### src/rtl/dvs_event_assembler.sv
// dvs_event_assembler: pairs eDVS serial bytes (1yyyyyyy, pxxxxxxx) into
// address events, buffers them in a small FIFO and presents them on a
// valid/ready interface. Counts framing errors and overflow drops.
// Optional build macro DVS_EVENT_ASM_TIMEOUT_EN adds a byte0->byte1 timeout.
module dvs_event_assembler #(
    parameter int DATA_WIDTH    = 8,
    parameter int FIFO_DEPTH    = 4,
    parameter int ADDR_WIDTH    = 2,
    parameter int TIMEOUT_COUNT = 8680
) (
    input  logic                    clk,
    input  logic                    reset,
    input  logic [DATA_WIDTH-1:0]   byte_in,
    input  logic                    byte_strobe,
    output logic [2*DATA_WIDTH-2:0] event_data,
    output logic                    event_valid,
    input  logic                    event_ready,
    output logic [7:0]              sync_errors,
    output logic [7:0]              overflow_drops,
    output logic [ADDR_WIDTH:0]     fifo_level
);

    localparam int YW = DATA_WIDTH - 1;
    localparam int EW = 2 * DATA_WIDTH - 1;

    // Elaboration-time parameter sanity checks.
    generate
        if (FIFO_DEPTH != (1 << ADDR_WIDTH)) begin : g_bad_depth
            $error("FIFO_DEPTH must equal 2**ADDR_WIDTH");
        end
        if (TIMEOUT_COUNT < 2 || TIMEOUT_COUNT > (1 << 14)) begin : g_bad_timeout
            $error("TIMEOUT_COUNT must fit the 14-bit timer and be >= 2");
        end
    endgenerate

    typedef enum logic {WAIT_HI, WAIT_LO} state_t;

    state_t          state, state_nx;
    logic            strobe_d;
    logic            accept;
    logic            sync_bit;
    logic [YW-1:0]   y_q, y_nx;
    logic            push, err, timeout;
    logic            pop, full, do_write, drop;

    logic [EW-1:0]         mem [FIFO_DEPTH];
    logic [ADDR_WIDTH-1:0] wr_ptr, rd_ptr;

    // One accept per receiver byte: rising edge of the level strobe.
    assign accept   = byte_strobe & ~strobe_d;
    assign sync_bit = byte_in[DATA_WIDTH-1];

    // Strobe edge-detect register.
    always_ff @(posedge clk or posedge reset) begin
        if (reset) strobe_d <= 1'b0;
        else       strobe_d <= byte_strobe;
    end

`ifdef DVS_EVENT_ASM_TIMEOUT_EN
    logic [13:0] tmr;

    // Timer counts idle cycles in WAIT_LO; any accept restarts it.
    always_ff @(posedge clk or posedge reset) begin
        if (reset)                            tmr <= '0;
        else if (accept || state != WAIT_LO)  tmr <= '0;
        else                                  tmr <= tmr + 14'd1;
    end

    // An accept on the same edge takes priority over the timeout.
    assign timeout = (state == WAIT_LO) && !accept && (tmr == 14'(TIMEOUT_COUNT - 1));
`else
    assign timeout = 1'b0;
`endif

    // FSM state and latched y register.
    always_ff @(posedge clk or posedge reset) begin
        if (reset) begin
            state <= WAIT_HI;
            y_q   <= '0;
        end else begin
            state <= state_nx;
            y_q   <= y_nx;
        end
    end

    // Next-state: byte pairing, resync and framing-error detection.
    always_comb begin
        state_nx = state;
        y_nx     = y_q;
        push     = 1'b0;
        err      = 1'b0;
        unique case (state)
            WAIT_HI: begin
                if (accept) begin
                    if (sync_bit) begin
                        y_nx     = byte_in[YW-1:0];
                        state_nx = WAIT_LO;
                    end else begin
                        err = 1'b1;
                    end
                end
            end
            WAIT_LO: begin
                if (accept) begin
                    if (sync_bit) begin
                        // Resync: a fresh byte0 replaces the stale one.
                        y_nx = byte_in[YW-1:0];
                        err  = 1'b1;
                    end else begin
                        push     = 1'b1;
                        state_nx = WAIT_HI;
                    end
                end else if (timeout) begin
                    err      = 1'b1;
                    state_nx = WAIT_HI;
                end
            end
            default: state_nx = WAIT_HI;
        endcase
    end

    // FIFO control: a full FIFO still accepts a push when popped that cycle.
    assign event_valid = (fifo_level != '0);
    assign pop         = event_valid & event_ready;
    assign full        = (fifo_level == (ADDR_WIDTH+1)'(FIFO_DEPTH));
    assign do_write    = push & (~full | pop);
    assign drop        = push & full & ~pop;
    assign event_data  = mem[rd_ptr];

    // FIFO storage, pointers and occupancy.
    always_ff @(posedge clk or posedge reset) begin
        if (reset) begin
            for (int i = 0; i < FIFO_DEPTH; i++) mem[i] <= '0;
            wr_ptr     <= '0;
            rd_ptr     <= '0;
            fifo_level <= '0;
        end else begin
            if (do_write) begin
                mem[wr_ptr] <= {y_q, byte_in[YW-1:0], sync_bit};
                wr_ptr      <= wr_ptr + 1'b1;
            end
            if (pop) rd_ptr <= rd_ptr + 1'b1;
            fifo_level <= fifo_level + (ADDR_WIDTH+1)'(do_write) - (ADDR_WIDTH+1)'(pop);
        end
    end

    // Saturating error and drop counters.
    always_ff @(posedge clk or posedge reset) begin
        if (reset) begin
            sync_errors    <= '0;
            overflow_drops <= '0;
        end else begin
            if (err  && sync_errors    != 8'hFF) sync_errors    <= sync_errors + 8'd1;
            if (drop && overflow_drops != 8'hFF) overflow_drops <= overflow_drops + 8'd1;
        end
    end

endmodule

### config.mk
export PLATFORM = sky130hd
export DESIGN_NAME = dvs_event_assembler
export DESIGN_NICKNAME = d
export VERILOG_FILES = /design/src/rtl/dvs_event_assembler.sv
export SDC_FILE = /design/constraint.sdc
export NUM_CORES = 1
export LEC_CHECK = 0
export BUFFER_PORTS_ARGS = -buffer_cell sky130_fd_sc_hd__buf_2
export CAP_MARGIN = 25
export CELL_PAD_IN_SITES_DETAIL_PLACEMENT = 1
export CELL_PAD_IN_SITES_GLOBAL_PLACEMENT = 1
export CORE_AREA = 2 2 93 95
export DETAILED_ROUTE_END_ITERATION = 16
export DIE_AREA = 0 0 95 97
export PLACE_DENSITY_LB_ADDON = 0.1
export SYNTH_ARGS = -nofsm -noshare
export SYNTH_HDL_FRONTEND = slang
export SYNTH_SLANG_ARGS = --single-unit
### constraint.sdc
create_clock -name clk -period 6.55 [get_ports clk]
set_input_delay 0 -clock clk [delete_from_list [all_inputs] [get_ports clk]]
set_output_delay 0 -clock clk [all_outputs]
set_load 0.005 [all_outputs]
# == Word level (Yosys, flattened, before mapping) ==
# Index checks and enable logic that the tools add are counted.
# word_totals
output_inout_bits,35
wordCells,57
latch_bits,0
memories,0
mem_bits_rw,0
mem_bits_ro,0
in_bits,12
register_bits,92
# op_classes
reduce_logical,5
mux,16
n_shift,0
bitwise_logic,12
eq_ne,3
n_div,0
multipliers,0
n_addsub,6
magnitude_cmp,3
# ops
cell,n
$bwmux W60,1
$mux W15,3
$bmux W15 S2,1
$demux W15 S2,1
$add A8 B1 Y8 const B,2
$ne A8 B8 Y1 const B,2
$mux W7,2
$ge A3 B3 Y1 const B,2
$mux W1,6
$not A2 Y3,2
$and A1 B1 Y1,5
$add A2 B1 Y2 const B,2
$not A1 Y1,4
$pmux W1 S2,2
$add A3 B1 Y3,1
$eq A3 B3 Y1 const B,1
$logic_and A1 B1 Y1,3
$lt A3 B1 Y1 const B,1
$reduce_bool A3 Y1,1
$sub A3 B1 Y3,1
$reduce_and A2 Y1,1
$or A1 B1 Y1,1

# == Logic depth before layout (Yosys ltp) ==
# Gate-level depths: netlist of run 1.
# logic_depth
ltp_word,7
ltp_mapped,10
ltp_nobuf,10

# == Worst setup path before layout of run 1 ==
# Ideal clock, no wire load.
# synth_timing
kind,reg-to-reg
startpoint,register fifo_level[2]
endpoint,register fifo_level[2]
setup_ns,0.128
path_stages_with_launch,11
t_arrival_ns,2.318
t_required_ns,6.422
n_path_buf,0
path_slack_ns,4.104
period_less_slack_ns,2.446
path_cell_list,dfrtp_1 nor4b_2 nor3b_4 inv_1 ha_1 inv_1 ha_1 inv_1 fa_1 xnor2_1 xnor2_1
# synth_via
elab_chain_cells,6
elab_cells_between_ends,8
classes_between,add/sub: 2; eq/ne: 1; bitwise: 4; reduce/logical: 1
# synth_rtl
element,line_no,text
"start, declared",20,output logic [ADDR_WIDTH:0] fifo_level
"start signal, assigned",143,fifo_level <= fifo_level + (ADDR_WIDTH+1)'(do_write) - (ADDR_WIDTH+1)'(pop);
$reduce_bool A3 Y1 or $eq A3 B3 Y1 (tied branches),"123, 125",
$and A1 B1 Y1 or $not A1 Y1 (tied branches),"124, 126",
$or A1 B1 Y1,126,assign do_write = push & (~full | pop);
$and A1 B1 Y1,126,
$add A3 B1 Y3,143,
$sub A3 B1 Y3 (*),143,
# Every way passes the cells marked *; elsewhere a longest branch is shown, timed or not.
# A chain may end at the register's enable or synchronous reset.

# == Final worst setup path of run 1 ==
# Same ends and word-level chain as after synthesis.

==> impl.org, run 1 <==
** Run status
- Run status :: completed

** Synthesis
- Post-synth top flop :: dfrtp_1
- Top cells by area, synth :: dfrtp_1 (55%), mux2_4 (13%), mux4_2 (8.0%)
- The share of the Yosys chip area taken by registers is 0.5475.
- The number of nets in the synthesized netlist is 285.
- Number of instances in the synthesized netlist :: around 260
- The cell area that synthesis handed to floorplanning was ~4200 µm².
- Yosys synthesis warning count :: 0
- Counting distinct cell types in the post-synthesis netlist gives 30.
- In this run the mean area of a mapped cell was 15.93 µm².
- Of the post-synthesis cell area, the dominant cell type holds 0.5475.
- Number of enable-type register cells in the synthesized netlist :: 0
- Largest area contributor in the synthesized netlist :: dfrtp_1
- Counting flops with an async set or reset pin after synthesis yields a share of 1.000.
- After synthesis the netlist holds a flip-flop and latch count of 92.

** GRT
- Vias in the first global route :: roughly 2600
- Entering global routing, the biggest net connects 64 pins.
- Total track usage :: 0.1916
- The first global-routing pass estimated approximately 13000 µm of wire.
- Summed over all layers, the global routing overflow is 0.
- The number of antenna violations at the first check in global routing came to 0.

** STA
- Count of pins over their slew limit :: 0
- Of the available clock period, the critical path in the final layout requires 0.3954.
- Final hold analysis gives a worst-case slack of just over 0.03 ns.
- Setup violations remaining at the end of the flow were counted as 0.
- Setup repair after global routing left no endpoint under its margin.
- Worst setup margin :: a little under 4 ns
- Based on the critical path, the design can be clocked at up to approximately 390 MHz.
- At the pin with the least slew margin, the transition time is 0.9385 ns.
- Counting I/O delays and the setup requirement, the final critical path takes ~2.6 ns.
- Hold Violations, Final :: 0
- Total Neg Setup Slack :: 0 ns
- The clock arrives with 0.01275 ns of skew.
- Max-slew headroom :: 0.3744

** Critical path
- Data required time at the worst endpoint :: between 6 and 7 ns
- Startpoint Class :: flop
- The critical path is of the reg2reg type.
- Crit Path Max Fanout :: 8
- The largest individual stage delay along the critical path comes from the cell nor3b_4.
- For the worst flop-to-flop path, the logic depth is 10.
- The critical path goes through nor4b_2 -> nor3b_4 -> inv_1 -> ha_1 -> inv_1 -> ha_1 -> inv_1 -> fa_1 -> xnor2_1 -> xnor2_1.
- The most numerous cell type found on the critical path is inv_1.
- STA classifies the critical path endpoint as a flop.
- CP arrival :: between 2 and 3 ns
- Delay contributed by the slowest stage of the critical path :: ~0.55 ns

** Power and ir drop
- Dividing total power by cell area gives a power density of 401.1 nW/µm².
- Static leakage :: about 2.5 nW
- The design draws approximately 1.9 mW.
- IR analysis of the VDD net gives a maximum drop of around 0.00018 V.

** Detailed routing
- Detailed Routing Iterations Pass 1 :: 4
- After detailed routing, the number of remaining DRC violations is 0.
- Using the TritonRoute via totals, the vias-per-cell ratio works out to 5.365.
- Count of routing violations after the opening detailed-route iteration :: 54
- Detailed routing inserted a total of approximately 2300 vias.
- The final layout contains routed wiring with a total length of 7865 µm.
- Number of nets still failing antenna checks after routing :: 0
- Dividing the detail-routed wire length by the instance count gives 18.16 µm.

** Layout
- Net count, final :: 344
- Synthesis-to-layout area growth :: 14.16%
- Area of all placed cells without fillers :: 4801 µm²
- Most frequent standard cell in the layout excluding fill and tap cells :: dfrtp_1
- Number of antenna repair diodes :: 0
- Layout cell share with drive strength beyond 1 :: 0.4634
- Post-layout util :: 0.5902
- Leaving out fill and tap cells, the most frequent cells in the layout are dfrtp_1 (92), buf_2 (46), mux2_4 (36), mux2_2 (29), mux4_2 (15).
- The finished layout holds 433 standard cells, fillers aside.

** Floorplanning
- The floorplan step defined a die boundary enclosing 9215 µm².
- Num ports :: 47
- From bottom edge to top edge, the die measures 97 µm.
- Die width :: approximately 95 µm
- After floorplanning, the core was sized to cover about 8000 µm².
- For this configuration, the core starts out at a cell density of 0.5170.
- Row generation in the floorplan step produced 33 rows.

** Place
- Placed Instances :: roughly 400
- The congestion estimate from routability-driven global placement came to 0.7016.
- OpenSTA, run right after detailed placement, puts the worst setup slack at just under 4 ns.
- The HPWL after detailed placement is roughly 5000 µm.
- DP Area :: 4518 µm²
- Number of input and output port buffers inserted :: 46

** Clock network
- Post-CTS setup buffers :: 0
- Buffers inserted during clock tree synthesis total 9.
- The number of gates resized after CTS was 0.
- Root Buffer Master :: clkbuf_8
- Clock tree from TritonCTS :: yes
- For this design, the sink count on the clock tree is 92.
- H-tree lvl count :: 3
- No sink is reached through more buffers than the 2 on the longest clock path.
- Worst-path clk slew :: 0.08 ns
- At the later pin of the worst-skew pair, clock insertion delay measures 0.35 ns.

** Min path
- Min-Delay Path Depth :: 3
- In this run the worst hold path is classified as in2reg.

** Run
- Max-capacitance violation count :: 0
-- final cells by class --
cell class / instances / area, µm²
clock inverters: 6 / 65.06
clock buffers: 10 / 127.6
inverters: 9 / 35.03
repair buffers: 57 / 335.3
multi-input cells: 154 / 1804
fillers: 777 / 3333
flip-flops and latches: 92 / 2302
well taps: 105 / 131.4
-- power breakdown --
group	internal (mW)	total, mW	switching [mW]
Sequential	0.768	0.926	0.159
Clock	0.176	0.368	0.191
Combinational	0.415	0.631	0.216
Total	1.36	1.93	0.566
-- layer usage --
layer,vias up,GRT usage,routed length (µm)
li1,1059,-,-
met1,1218,0.2613,3647
met2,39,0.3039,3887
met3,7,0.04050,245
met4,0,0.06689,85
met5,-,0,0
-- worst paths after layout --
| path | slack (ns) | startpoint | end |
|---|---|---|---|
| setup / recovery | 3.96 | fifo_level[2] | fifo_level[2] |
| hold / removal | 0.03 | event_ready | rd_ptr[0] |
| setup reg to reg | 3.96 | fifo_level[2] | fifo_level[2] |
| hold reg to reg | 0.49 | overflow_drops[7] | overflow_drops[7] |
| max in group asynchronous | 5.18 | reset | mem[38] |
| min in group asynchronous | 0.21 | reset | sync_errors[0] |
-- state kept, by name (all words and copies together) (netlist names), named ones only --
register and cells:
fifo_level 3, mem 60, overflow_drops 8, rd_ptr 2, strobe_d 1, sync_errors 8
wr_ptr 2, y_q 7
-- cells in the mapped netlist, drive strengths merged, types with 4 or more instances --
cell,number
dfrtp,92
mux4,15
xor2,7
and2,5
nand4,6
mux2,65
ha,8
buf,6
nor3,4
xnor2,13
nand3,4
nand2,13
inv,9
-- what timing repair did --
action,CTS,global route
hold buffers,9,0
setup endpoints to repair,0,0
hold endpoints to repair,65,0
-- cell families after synthesis --
family                     synth area share
DFF                                  0.5475
muxes                                0.2865
and+or+nand+nor                     0.06516
xor gates and xnor gates            0.04165
buffers and inverters               0.02350
adders and majority gates           0.02856
AOI/OAI and AO/OA                  0.007139
-- critical path, delay by kind of cell (launching register included) --
| kind | cells | cell delay (ns) |
|---|---|---|
| adder cells (fa/ha/maj) | 3 | 0.81 |
| AND/OR/NAND/NOR | 2 | 0.75 |
| flip-flops | 1 | 0.41 |
| buffers and inverters | 3 | 0.21 |
| XOR/XNOR | 2 | 0.33 |
No activity file was read; power rests on OpenSTA's default activity.
==> run 2, diff against run 1 <==
--- a/config.mk
+++ b/config.mk
@@ -9,9 +9,9 @@
 export CAP_MARGIN = 25
 export CELL_PAD_IN_SITES_DETAIL_PLACEMENT = 1
 export CELL_PAD_IN_SITES_GLOBAL_PLACEMENT = 1
-export CORE_AREA = 2 2 93 95
+export CORE_AREA = 2 2 101 103
 export DETAILED_ROUTE_END_ITERATION = 16
-export DIE_AREA = 0 0 95 97
+export DIE_AREA = 0 0 103 105
 export PLACE_DENSITY_LB_ADDON = 0.1
 export SYNTH_ARGS = -nofsm -noshare
 export SYNTH_HDL_FRONTEND = slang
==> constraint.sdc (replaced) <==
create_clock -name clk -period 2.34 [get_ports clk]
set_input_delay 0 -clock clk [delete_from_list [all_inputs] [get_ports clk]]
set_output_delay 0 -clock clk [all_outputs]
set_load 0.005 [all_outputs]
==> impl.org, run 2 (same netlist as run 1, synthesis figures left out) <==
** Clock network
- The clock sink total was 92 (unchanged).
- Root Buffer Master :: clkbuf_8
- The number of levels in the clock H-tree is 3 (unchanged).
- The clock edge transition at the registers on the reported setup and hold paths was 0.10 ns (+0.02 ns).
- Bufs on Longest Clock Path :: 2 (unchanged)
- TritonCTS built the clock tree.
- TritonCTS buffer count :: 9 (unchanged)
- Worst-Skew Late Latency :: 0.36 ns (about the same)

** GRT
- The maximum number of pins on one net before global-route repair came to 54 (-16%).
- The total routing resource utilization after global routing was 0.1665 (-0.02515).
- Global route total overflow :: 0 (unchanged)
- The via count of the first global-routing pass is 2628 (+2.5%).
- Initial antenna violation count :: 0 (unchanged)
- First-pass GRT wire length :: 13690 µm (+1.9%)

** Critical path
- STA classifies the critical path endpoint as a flop.
- Data required time at the worst endpoint :: 2.60 ns (-4.22 ns)
- The most numerous cell type found on the critical path is inv_1.
- The worst setup path is launched from a flop.
- The maximum fanout along the worst path was 4 (-4).
- Among all stages on the critical path, the largest delay is contributed by dfrtp_1.
- Worst setup path class :: reg2reg
- Delay contributed by the slowest stage of the critical path :: 0.44 ns (-0.11 ns)
- CP arrival :: 2.53 ns (-0.33 ns)
- Cell chain of the critical path :: or3_4 -> and2_4 -> ha_4 -> inv_1 -> ha_2 -> inv_1 -> fa_2 -> xnor2_2 -> xnor2_1

** STA
- Worst clock skew on the final layout :: 0.009817 ns (-0.002933 ns)
- Final setup violating endpoints :: 0 (unchanged)
- Worst setup margin :: 0.07086 ns (-3.889 ns)
- Max-slew headroom :: 0.6482 (+0.2738)
- The slew at the pin with the worst max-slew slack was 0.5278 ns (-0.4107 ns).
- Hold Violations, Final :: 0 (unchanged)
- The portion of the clock cycle consumed by the worst path in the final layout came to 0.9697 (+0.5743).
- The time the final worst path needs with I/O delays and setup was 2.269 ns (-0.3208 ns).
- Achievable frequency :: 440.7 MHz (+14%)
- Count of pins over their slew limit :: 0 (unchanged)

** Layout
- The library cell used most frequently in the layout, excluding fill and tap cells, is dfrtp_1.
- The proportion of layout cells with a drive suffix above 1 came to 0.4985 (+0.03509).
- The largest registers in the layout are mem (60), overflow_drops (8), sync_errors (8).
- The number of antenna repair diodes is 0 (unchanged).
- Register name with the most flops :: mem
- Leaving out fill and tap cells, the most frequent cells in the layout are dfrtp_1 (91), buf_2 (46), mux2_4 (36), mux2_2 (29), mux4_2 (15).
- Final non-filler cell total :: 468 (+8.1%)
- The total area of multi-input combinational cells came to 1846 µm² (+2.3%).
- Compared with the post-synthesis result, the final layout area differs by 18.54%.
- Flip-flop count of the largest register, all copies and words added :: 60 (unchanged)
- The fill cell total of the finished layout is 981 (+26%).
- The net count reported at finish came to 351 (+2.0%).
- Area of all placed cells without fillers :: 4985 µm² (+3.8%)
- Sequential cell area :: 2303 µm² (about the same)

** Place
- The number of placed cells counting well taps was 441 (+8.1%).
- The count of buffers from port buffering came to 46 (unchanged).
- Post-place setup slack :: -0.003382 ns (-3.944 ns)
- DP Area :: 4616 µm² (+2.2%)
- Estimated wirelength of the detail-placed design :: 5215 µm (+5.3%)
- Gp weighted congestion :: 0.6693 (-4.6%)

** Power and ir drop
- The leakage dissipation came to 2.531 nW (+2.9%).
- Power per unit of standard cell area :: 1145 nW/µm² (+190%)
- VDD IR-drop max :: 0.0004525 V (+150%)

** Floorplanning
- The y dimension of the die is 105 µm (+8.2%).
- The die footprint was 10820 µm² (+17%).
- The initial standard-cell utilization of the core is 0.4363 (-0.08073).
- Placeable core region :: 9639 µm² (+19%)
- Die width :: 103 µm (+8.4%)
- Std-Cell Rows :: 36 (+9.1%)
- The number of top-level pins was 47 (unchanged).

** Run
- The count of max-cap constraint violations was 0 (unchanged).

** Detailed routing
- Total Wirelength :: 8183 µm (+4.0%)
- Detailed Routing Iterations Pass 1 :: 3 (-1)
- The number of vias per cell after detailed routing was 5.015 (-6.5%).
- Count of routing violations after the opening detailed-route iteration :: 43 (-20%)
- WL per Instance :: 17.49 µm (-3.7%)
- The number of remaining DRC errors is 0 (unchanged).
- Number of nets still failing antenna checks after routing :: 0 (unchanged)
- Via Count :: 2347 (+1.0%)

** Min path
- The worst hold path belongs to the class in2reg.

** Run status
- The run finished with clean final reports.
==> run 2: changes by cell type in the layout (fill, tap and decap cells not counted), sizes merged <==
cell	before	now
bufinv	1	2
inv	8	11
buf	48	55
clkinv	5	1
==> run 2: stage by stage <==
| stage | setup TNS [ns] | utilization | total power, mW | hold WS, ns |
|---|---|---|---|---|
| after global routing | -0.007901 | 0.5171 | 6.111 | 0.1174 |
| after global placement | 0 | 0.4788 | 4.397 | -0.03925 |
| after detailed placement | -0.003382 | 0.4788 | 4.463 | -0.04041 |
| after CTS | 0 | 0.5135 | 5.761 | 0.07961 |
| final | 0 | 0.5171 | 5.708 | 0.1050 |
| after floorplan | -0.05194 | - | 3.840 | 0.03143 |
==> run 2: critical path: cells and delay by family (launching register included) <==
| family | cells | cell delay [ns] |
|---|---|---|
| xor+xnor | 2 | 0.27 |
| fa+ha+maj | 3 | 0.78 |
| buf+inv | 2 | 0.12 |
| flops | 1 | 0.44 |
| simple gates | 2 | 0.56 |
==> run 2: worst paths after layout <==
path,endpoint,depth (start not counted),slack [ns],startpoint
setup / recovery,fifo_level[2],9,0.07,fifo_level[0]
hold / removal,overflow_drops[0],4,0.10,byte_in[7]
setup reg to reg,fifo_level[2],9,0.07,fifo_level[0]
hold reg to reg,overflow_drops[6],1,0.49,overflow_drops[6]
max in group asynchronous,mem[59],4,1.58,reset
min in group asynchronous,mem[26],3,0.12,reset
==> run 2: timing repair <==
| item | CTS | global route |
|---|---|---|
| setup buffers | 1 | 1 |
| hold endpoints to repair | 129 | 0 |
| hold buffers | 9 | 0 |
| pin swaps | 3 | 5 |
| resized for setup | 2 | 4 |
| endpoints found under the setup margin | 1 | 1 |
==> run 2: report_power, final <==
group          leakage, nW  internal (mW)  switching [mW]
Combinational         1.22           1.24           0.663
Clock                0.119          0.645           0.593
Sequential            1.19           2.15           0.412
==> run 2: final cells by class <==
cell class	count	area share
clock buffers	10	0.02761
clock inverters	6	0.01883
inverters	9	0.007530
multi-input cells	154	0.3702
flip-flops and latches	92	0.4621
well taps	133	0.03338
repair buffers	64	0.08032
==> run 2: per-layer routing <==
| metal | vias to the layer above | global-route usage | part of all wire |
|---|---|---|---|
| li1 | 1070 | - | - |
| met1 | 1227 | 0.2119 | 0.44 |
| met2 | 41 | 0.2760 | 0.51 |
| met3 | 9 | 0.04883 | 0.030 |
| met4 | 0 | 0.04323 | 0.012 |
| met5 | - | 0 | 0 |
==> run 3, diff against run 2 <==
--- a/config.mk
+++ b/config.mk
@@ -9,9 +9,10 @@
 export CAP_MARGIN = 25
 export CELL_PAD_IN_SITES_DETAIL_PLACEMENT = 1
 export CELL_PAD_IN_SITES_GLOBAL_PLACEMENT = 1
-export CORE_AREA = 2 2 101 103
+export CORE_AREA = 2 2 96 98
+export CTS_CLUSTER_DIAMETER = 150
 export DETAILED_ROUTE_END_ITERATION = 16
-export DIE_AREA = 0 0 103 105
+export DIE_AREA = 0 0 98 100
 export PLACE_DENSITY_LB_ADDON = 0.1
 export SYNTH_ARGS = -nofsm -noshare
 export SYNTH_HDL_FRONTEND = slang
==> constraint.sdc (replaced) <==
create_clock -name clk -period 2.3 [get_ports clk]
set_input_delay 0 -clock clk [delete_from_list [all_inputs] [get_ports clk]]
set_output_delay 0 -clock clk [all_outputs]
set_load 0.005 [all_outputs]
==> impl.org, run 3 (same netlist as run 1, synthesis figures left out) <==
** Critical path
- The critical path is of the reg2reg type.
- The setup slack on the worst flop-to-flop path was 0.1 ns (+0.03 ns).
- Critical Path End Type :: flop
- Slowest CP cell :: dfrtp_2
- Startpoint Class :: flop
- Traced cell by cell, the critical path runs through or3_4 -> and2_4 -> ha_4 -> inv_1 -> ha_1 -> inv_2 -> fa_2 -> xnor2_2 -> xnor2_1.
- Delay contributed by the slowest stage of the critical path :: 0.45 ns (about the same)
- The required time of the critical path is 2.56 ns (-0.04 ns).
- CP arrival :: 2.47 ns (-0.06 ns)
- The maximum fanout along the worst path was 4 (unchanged).

** Place
- Gp weighted congestion :: 0.7068 (+5.6%)
- The pre-CTS setup slack is -0.009011 ns (-0.005629 ns).
- The half-perimeter wire length after detailed placement was 5289 µm (+1.4%).
- Number of input and output port buffers inserted :: 46 (unchanged)
- The number of placed cells counting well taps came to 419 (-5.0%).

** GRT
- The via count of the first global-routing pass is 2514 (-4.3%).
- The global routing met2 resource utilization was 0.2798 (+0.003794).
- The global-route wire length before repair came to 13480 µm (-1.5%).
- The total routing resource utilization after global routing was 0.1787 (+0.01223).
- The global-route met1 utilization was 0.2457 (+0.03385).
- Initial antenna violation count :: 0 (unchanged)
- Grt peak-use layer :: met2
- Maximum number of pins on one net before global-route repair :: 45 (-17%)
- Met3 Resource Use GR :: 0.03552 (-0.01331)
- Global route total overflow :: 0 (unchanged)

** STA
- The maximum clock rate was 453.8 MHz (+3.0%).
- Max-slew headroom :: 0.5623 (-0.08584)
- The setup clock skew after layout came to 0.01355 ns (+0.003729 ns).
- The post-route worst setup slack was 0.09662 ns (+0.02576 ns).
- The slew at the pin with the worst max-slew slack is 0.6551 ns (+0.1274 ns).
- The portion of the clock cycle consumed by the worst path in the final layout came to 0.9580 (-0.01173).
- The total negative slack for setup checks came to 0 ns (unchanged).
- Final setup violating endpoints :: 0 (unchanged)
- The number of pins exceeding their max-slew limit in the final report was 0 (unchanged).
- Clock period minus final worst setup slack :: 2.203 ns (-0.06576 ns)
- Hold Violations, Final :: 0 (unchanged)

** Run status
- The flow ran to the end, and the final reports show no timing, DRC or antenna violations.

** Clock network
- TritonCTS buffer count :: 9 (unchanged)
- The later-pin clock latency in the skew report was 0.38 ns (+0.02 ns).
- Bufs on Longest Clock Path :: 2 (unchanged)
- H-tree lvl count :: 3 (unchanged)
- Worst-path clk slew :: 0.10 ns (about the same)
- TritonCTS sink count :: 92 (unchanged)
- Root Buffer Master :: clkbuf_8
- TritonCTS built the clock tree.

** Floorplanning
- Total Die Area :: 9800 µm² (-9.4%)
- The initial standard-cell utilization of the core was 0.4730 (+0.03678).
- The number of top-level pins was 47 (unchanged).
- Vert. Die Dim :: 100 µm (-4.8%)
- Die width :: 98 µm (-4.9%)
- The standard-cell row count was 35 (-2.8%).
- The placeable core area came to 8890 µm² (-7.8%).

** Layout
- Post-layout util :: 0.5540 (+0.03684)
- Number of antenna repair diodes :: 0 (unchanged)
- The number of flip-flops under the largest register name is 60 (unchanged).
- The library cell used most frequently in the layout, excluding fill and tap cells, is dfrtp_1.
- Net count, final :: 351 (unchanged)
- In the layout the commonest cells are dfrtp_1 (90), buf_2 (46), mux2_4 (36), mux2_2 (29), mux4_2 (15).
- Compared with the post-synthesis result, the final layout area differs by 17.11%.
- Register name with the most flops :: mem
- The fill cell total of the finished layout is 858 (-13%).
- The proportion of layout cells with a drive suffix above 1 came to 0.5015 (+0.002985).
- Final non-filler cell total :: 446 (-4.7%)
- Largest registers in the final layout :: mem (60), overflow_drops (8), sync_errors (8)

** Detailed routing
- The total vias in the final route came to 2346 (-0.043%).
- Number of nets still failing antenna checks after routing :: 0 (unchanged)
- Number of vias per cell after detailed routing :: 5.260 (+4.9%)
- Detailed Routing Iterations Pass 1 :: 4 (+1)
- Total Wirelength :: 8142 µm (-0.50%)
- Remaining DRCs :: 0 (unchanged)
- Count of routing violations after the opening detailed-route iteration :: 86 (+100%)
- WL per Instance :: 18.26 µm (+4.4%)

** Power and ir drop
- The leakage dissipation was 2.516 nW (-0.62%).
- The cell area power density is 1145 nW/µm² (about the same).
- Power, Total :: 5.640 mW (-1.2%)
- VDD IR-drop max :: 0.0004372 V (-3.4%)

** Min path
- Worst hold path type :: in2reg

** Run
- The count of max-cap constraint violations is 0 (unchanged).
[run 3: through the flow]
step | hold slack [ns] | area [µm²]
after floorplan | 0.03143 | 4219
after global placement | 0.1288 | 4588
after detailed placement | 0.1306 | 4588
after CTS | 0.08042 | 4888
after global routing | 0.1115 | 4925
final | 0.09347 | 4925
[run 3: repair_timing]
item,4_1_cts,5_1_grt
pin swaps,3,6
hold buffers,9,0
hold endpoints to repair,64,0
gates resized for setup,3,4
endpoints found under the setup margin,1,1
setup buffers,0,2
[run 3: worst paths after layout]
path	from	to	depth (start not counted)
setup / recovery	fifo_level[0]	fifo_level[2]	9
hold / removal	byte_in[7]	overflow_drops[0]	4
min in group asynchronous	reset	fifo_level[1]	3
setup reg to reg	fifo_level[0]	fifo_level[2]	9
hold reg to reg	overflow_drops[6]	overflow_drops[6]	1
max in group asynchronous	reset	mem[40]	4
[run 3: final cells by class]
cell class,instances,area [µm²],share of cell area
flip-flops and latches,92,2305,0.4680
well taps,111,138.9,0.02820
clock inverters,7,76.32,0.01550
inverters,9,37.54,0.007622
clock buffers,9,123.9,0.02515
repair buffers,64,400.4,0.08130
multi-input cells,154,1843,0.3742
[run 3: metal layers]
| metal | routed length, µm | vias up |
|---|---|---|
| met3 | 263 | 12 |
| met5 | 0 | - |
| met4 | 165 | 0 |
| met1 | 3774 | 1215 |
| li1 | - | 1078 |
| met2 | 3939 | 41 |
[run 3: report_power, final]
group,switching [mW],leakage [nW],internal (mW)
clock network,0.655,0.103,0.432
logic,0.673,1.22,1.26
registers,0.431,1.19,2.19
total,1.76,2.52,3.88
[run 3: worst max-delay path: cells and delay by family, from the launching register on]
kind                       cells  cell delay, ns
buffers and inverters          2            0.08
and+or+nand+nor                2            0.53
DFF                            1            0.45
adders and majority gates      3            0.76
xor gates and xnor gates       2            0.28
